## src/rtl/branch_pkg.sv

```systemverilog
// branch_pkg: shared encodings for the execute-stage branch resolution unit
package branch_pkg;
  localparam int DEF_WIDTH = 32;
  localparam logic [1:0] OP_NONE = 2'b00;
  localparam logic [1:0] OP_BEQ  = 2'b01;
  localparam logic [1:0] OP_BNE  = 2'b10;
  localparam logic [1:0] OP_JMP  = 2'b11;
  typedef enum logic [1:0] {ST_IDLE, ST_REDIRECT, ST_FLUSH} state_t;
endpackage

```

## src/rtl/branch_cond_eval.sv

```systemverilog
// branch_cond_eval: combinational branch condition and shifted target adder
module branch_cond_eval
  import branch_pkg::*;
#(
  parameter int WIDTH = DEF_WIDTH
) (
  input  logic             i_valid,
  input  logic [1:0]       i_op,
  input  logic [WIDTH-1:0] i_pc4,
  input  logic [WIDTH-1:0] i_imm,
  input  logic [WIDTH-1:0] i_rs,
  input  logic [WIDTH-1:0] i_rt,
  output logic             o_taken,
  output logic [WIDTH-1:0] o_target
);
  logic w_eq;
  logic w_cond;
  // offset is in words, so shift left by two before adding; wraps modulo 2^WIDTH
  always_comb begin
    w_eq     = i_rs == i_rt;
    w_cond   = (i_op == OP_NONE) ? 1'b0 :
               (i_op == OP_BEQ)  ? w_eq :
               (i_op == OP_BNE)  ? !w_eq : 1'b1;
    o_taken  = i_valid & w_cond;
    o_target = i_pc4 + (i_imm << 2);
  end
endmodule

```

## src/rtl/branch_resolve_ex.sv

```systemverilog
// branch_resolve_ex: EX-stage branch resolution with redirect/flush state machine
module branch_resolve_ex
  import branch_pkg::*;
#(
  parameter int WIDTH        = DEF_WIDTH,
  parameter int FLUSH_CYCLES = 2
) (
  input  logic             clock,
  input  logic             reset,
  input  logic             valid_in,
  input  logic             stall_in,
  input  logic [1:0]       branch_op,
  input  logic [WIDTH-1:0] entradaPC4,
  input  logic [WIDTH-1:0] imm_in,
  input  logic [WIDTH-1:0] rs_val,
  input  logic [WIDTH-1:0] rt_val,
  output logic             PCSrc,
  output logic [WIDTH-1:0] sinal_deslocado,
  output logic             flush_ifid,
  output logic             flush_idex,
  output logic             busy
);
  state_t           r_state;
  logic [2:0]       r_cnt;
  logic             r_pcsrc;
  logic             r_flush;
  logic             r_busy;
  logic [WIDTH-1:0] r_target;
  logic             w_taken;
  logic [WIDTH-1:0] w_target;

  branch_cond_eval #(.WIDTH(WIDTH)) u_eval (
    .i_valid  (valid_in),
    .i_op     (branch_op),
    .i_pc4    (entradaPC4),
    .i_imm    (imm_in),
    .i_rs     (rs_val),
    .i_rt     (rt_val),
    .o_taken  (w_taken),
    .o_target (w_target)
  );

  // redirect for one cycle, then squash for the remaining flush cycles; wrong-path branches are ignored while busy
  always_ff @(posedge clock) begin
    if (reset) begin
      r_state  <= ST_IDLE;
      r_cnt    <= '0;
      r_pcsrc  <= 1'b0;
      r_flush  <= 1'b0;
      r_busy   <= 1'b0;
      r_target <= '0;
    end else if (!stall_in) begin
      case (r_state)
        ST_IDLE: if (w_taken) begin
          r_state  <= ST_REDIRECT;
          r_target <= w_target;
          r_cnt    <= 3'(FLUSH_CYCLES - 1);
          r_pcsrc  <= 1'b1;
          r_flush  <= 1'b1;
          r_busy   <= 1'b1;
        end
        ST_REDIRECT: begin
          r_pcsrc <= 1'b0;
          if (r_cnt != 3'd0) begin
            r_state <= ST_FLUSH;
            r_cnt   <= r_cnt - 3'd1;
          end else begin
            r_state <= ST_IDLE;
            r_flush <= 1'b0;
            r_busy  <= 1'b0;
          end
        end
        ST_FLUSH: if (r_cnt != 3'd0) r_cnt <= r_cnt - 3'd1;
        else begin
          r_state <= ST_IDLE;
          r_flush <= 1'b0;
          r_busy  <= 1'b0;
        end
        default: r_state <= ST_IDLE;
      endcase
    end
  end

  // outputs come straight from registers
  always_comb begin
    PCSrc           = r_pcsrc;
    sinal_deslocado = r_target;
    flush_ifid      = r_flush;
    flush_idex      = r_flush;
    busy            = r_busy;
  end
endmodule

```

## config.mk

```make
export PLATFORM = sky130hd
export DESIGN_NAME = branch_resolve_ex
export DESIGN_NICKNAME = d
export VERILOG_FILES = /design/src/rtl/branch_pkg.sv /design/src/rtl/branch_cond_eval.sv /design/src/rtl/branch_resolve_ex.sv
export SDC_FILE = /design/constraint.sdc
export NUM_CORES = 1
export LEC_CHECK = 0
export CAP_MARGIN = 25
export CELL_PAD_IN_SITES_DETAIL_PLACEMENT = 1
export CELL_PAD_IN_SITES_GLOBAL_PLACEMENT = 2
export CORE_MARGIN = 10
export CORE_UTILIZATION = 22
export DETAILED_ROUTE_END_ITERATION = 6
export PLACE_DENSITY_LB_ADDON = 0.1
export REMOVE_ABC_BUFFERS = 1
export SLEW_MARGIN = 20
export SYNTH_ARGS = -nofsm -noshare
export SYNTH_HDL_FRONTEND = slang
export SYNTH_SLANG_ARGS = --single-unit
export TNS_END_PERCENT = 50
```

## constraint.sdc

```tcl
create_clock -name clock -period 3.6 [get_ports clock]
set_clock_uncertainty 0.15 [all_clocks]
set_input_delay 0.72 -clock clock [delete_from_list [all_inputs] [get_ports clock]]
set_output_delay 0.72 -clock clock [all_outputs]
set_load 0.03 [all_outputs]
```

==> flow_summary_export.csv <==
group,metric,value,unit
power_and_ir_drop,pwr-share-seq,27.7,%
worst_setup_path,path_cells,"clkdlybuf4s50_1 > ha_1 > inv_1 > fa_2 > nor2b_4 > o31a_1 > o41a_1 > a211o_1 > nand2_2 > o41a_4 > nor3_2 > or4_4 > o211ai_2",
cts,clk-insertion-delay-late,0.29,ns
worst_setup_path,worstPathRequired,3.68,ns
sta,hold_violations,0,
detailed_routing,first_pass_iters,4,
sta,min_period,3.51,ns
synthesis,synth-seq-cells,39,
run_status,status,"completed",
floorplan,die_area,21000,sq um
synthesis,ys_top_cells_by_area,"dfxtp_1, ha_1, xor2_1",
floorplan,ioPinCount,170,
sta,setup_viol,0,
cts,cts_max_level,2,
finish,fillers,1832,
synthesis,yosysTopAreaCell,"dfxtp_1",
finish,register_area,781,sq um
global_routing,first_global_vias,3929,
detailed_routing,met2_length,6.97,mm
detailed_routing,route.detailed.wl_per_inst,16.6,microns
detailed_routing,top_layer_used,"met4",
worst_setup_path,slowest_stage,"or4_4",
global_routing,grt_pass1_wl,21.6,mm
worst_setup_path,crit_type,"in -> reg",
global_routing,antenna_found_initial,0,
global_routing,grt_remaining_overflow,0,
placement,gp_congestion,0.775,
detailed_routing,postRouteAntennaNets,0,
power_and_ir_drop,swShare,31.6,%
finish,antenna_cells,0,
finish,nets,769,
synthesis,syn_area_per_cell,8.41,sq um
detailed_routing,drt_iter0_markers,66,
synthesis,netlist.area_leader.share,22.7,%
power_and_ir_drop,p_leak,2.38,nW
detailed_routing,wirelength,13.5,mm
synthesis,syn_inst,408,
global_routing,grt.total_usage,12.5,%
detailed_routing,dr_wl_met3,536,microns
detailed_routing,m1WireLength,5.87,mm
worst_setup_path,start_kind,"primary input",
power_and_ir_drop,p_per_area,293,nW/um^2
power_and_ir_drop,p_int,1.15,mW
finish,areaGrowthSynthToFinish,66.8,%
worst_setup_path,r2r_slack,1.70,ns
worst_setup_path,crit_start,"entradaPC4[2]",
synthesis,synth_flop_cell,"dfxtp_1",
placement,port_buffers,167,
floorplan,die_width,145,microns
placement,place_hpwl,11.4,mm
finish,post-route-util,37.5,%
worst_setup_path,crit_family,"compound AO/OA/AOI/OAI gates",
cts,cts_tree,"built",
detailed_routing,route.vias.total,3669,
worst_setup_path,critical_path_depth,13,
worst_hold_path,hold_path.startpoint,"sinal_deslocado[21]",
synthesis,yosysWarnings,0,
cts,cts_sinks,39,
cts,clockBufferDepth,2,
synthesis,synth-edff-count,0,
worst_setup_path,crit_buf_inv,2,
power_and_ir_drop,vdd.ir_drop.worst,0.145,mV
global_routing,grt_max_degree,38,
floorplan,die_y,145,microns
finish,multi_input_area,2520,sq um
worst_setup_path,worstRegToRegCells,5,
worst_setup_path,worstPathMaxFanout,3,
sta,rsz0062_at_grt,"yes",
worst_setup_path,end_kind,"flop",
floorplan,fp.coreArea,15300,sq um
synthesis,synth_area,3430,sq um
cts,cts-root-buf,"clkbuf_16",
floorplan,num_rows,45,
cts,clk_pin_slew,0.07,ns
synthesis,synth_commonest_cells,"dfxtp_1, xor2_1, nor2_1",
job,cap_violations,0,
worst_setup_path,r2r-start,"r_state[0]",
sta,slew_headroom,69.9,%
synthesis,async_reset_ff_share,0,%
sta,fmax,285,MHz
worst_setup_path,cp.arrival,3.59,ns
synthesis,yosys.cell_types.count,64,
cts,cts_made_buffers,5,
worst_setup_path,reg2reg_to,"sinal_deslocado[30]",
power_and_ir_drop,p_comb_share,40.6,%
worst_setup_path,slowest_delay,0.51,ns
worst_hold_path,hp-class,"reg -> reg",
worst_setup_path,cp-endpoint,"sinal_deslocado[30]",
detailed_routing,drt-vias-per-instance,4.52,
floorplan,start_util,22.5,%
power_and_ir_drop,clkPwrFrac,31.7,%
detailed_routing,drc,0,
sta,max_slew.worst_pin.slew,0.452,ns
sta,finalSetupTns,0,ns
finish,drive_gt1_share,9.32,%
power_and_ir_drop,power.switching,0.531,mW
sta,maxSlewViolCount,0,
synthesis,ys_seq_area_share,22.7,%
sta,fin_crit_sh,97.6,%
## area by class of cell
cell class | instances | share of cell area, %
clock buffers | 5 | 2.19
clock inverters | 3 | 0.765
inverters | 17 | 1.11
multi-input cells | 339 | 44.0
flip-flops and latches | 39 | 13.6
well taps | 211 | 4.61
repair buffers | 198 | 33.7
## through the flow
stage / area (sq um) / hold WS, ns / cells / setup slack [ns] / power (mW)
after CTS: 5710 / 0.315 / 812 / 0.0791 / 1.72
after global placement: 5540 / 0.298 / 804 / -0.219 / 1.15
after global routing: 5720 / 0.344 / 812 / -0.0251 / 1.80
after detailed placement: 5540 / 0.305 / 804 / -0.228 / 1.16
final: 5720 / 0.306 / 812 / 0.0864 / 1.68
after floorplan: 3340 / 0.288 / 395 / 0.211 / 0.822
## cell usage in the layout (no fill, tap or decap), types with 3 or more instances in the layout
| master | n |
|---|---|
| inv_1 | 16 |
| a211oi_1 | 4 |
| clkbuf_16 | 5 |
| xnor2_1 | 16 |
| clkdlybuf4s50_1 | 167 |
| mux2i_1 | 26 |
| nor4_1 | 9 |
| o21ai_0 | 19 |
| a21oi_1 | 32 |
| ha_1 | 34 |
| nand3b_1 | 3 |
| a21o_1 | 13 |
| a32o_1 | 4 |
| buf_4 | 29 |
| xor2_1 | 39 |
| nand2_1 | 23 |
| dfxtp_1 | 39 |
| nand2b_1 | 3 |
| nor2_1 | 37 |
| o22ai_1 | 3 |
| o21bai_1 | 3 |
| nand3_1 | 16 |
| o21a_1 | 4 |
| nand4b_1 | 3 |
## logic make-up (layout without fill, tap and decap cells)
group / Yosys count / count (layout) / share of synthesized area, %
muxes: 27 / 27 / 7.91
xor gates and xnor gates: 55 / 55 / 14.0
buffers and inverters: 30 / 223 / 4.41
DFF: 39 / 39 / 22.7
adders and majority gates: 35 / 35 / 13.0
and+or+nand+nor: 119 / 119 / 18.0
AOI/OAI and AO/OA: 103 / 103 / 19.9
## power groups by stage
stage | Combinational (mW) | Clock [mW] | Sequential (mW)
after floorplan | 0.306 | 0 | 0.516
after global placement | 0.679 | 0 | 0.476
after detailed placement | 0.685 | 0 | 0.477
after CTS | 0.690 | 0.559 | 0.467
after global routing | 0.750 | 0.576 | 0.470
final | 0.682 | 0.532 | 0.466
## what timing repair did
item	CTS	global route
gates resized for setup	0	5
setup endpoints to repair	0	5
setup buffers	0	0
hold buffers	0	0
## flip-flops by register name (all words and copies together), names as in the netlist
signal	count
PCSrc	1
busy	1
r_cnt	3
r_state	2
sinal_deslocado	32
## metal layers
layer,GRT usage (%),up-vias
met5,0,-
met4,2.30,0
met3,2.83,8
met2,23.0,88
met1,14.3,1717
li1,-,1856
## worst min-delay path, stage by stage (launching register included)
cell	delay [ns]
dfxtp_1	0.31
nand2_1	0.05
a21oi_1	0.05
## worst min-delay path by stage
stage	slack, ns	endpoint	cells after the start
6_report	0.31	sinal_deslocado[21]	2
5_1_grt	0.34	sinal_deslocado[21]	2
4_1_cts	0.31	sinal_deslocado[21]	2
3_5_place_dp	0.30	sinal_deslocado[21]	2
3_3_place_gp	0.30	r_cnt[2]	2
2_1_floorplan	0.29	r_cnt[1]	2
No activity file was read; power rests on OpenSTA's default activity.
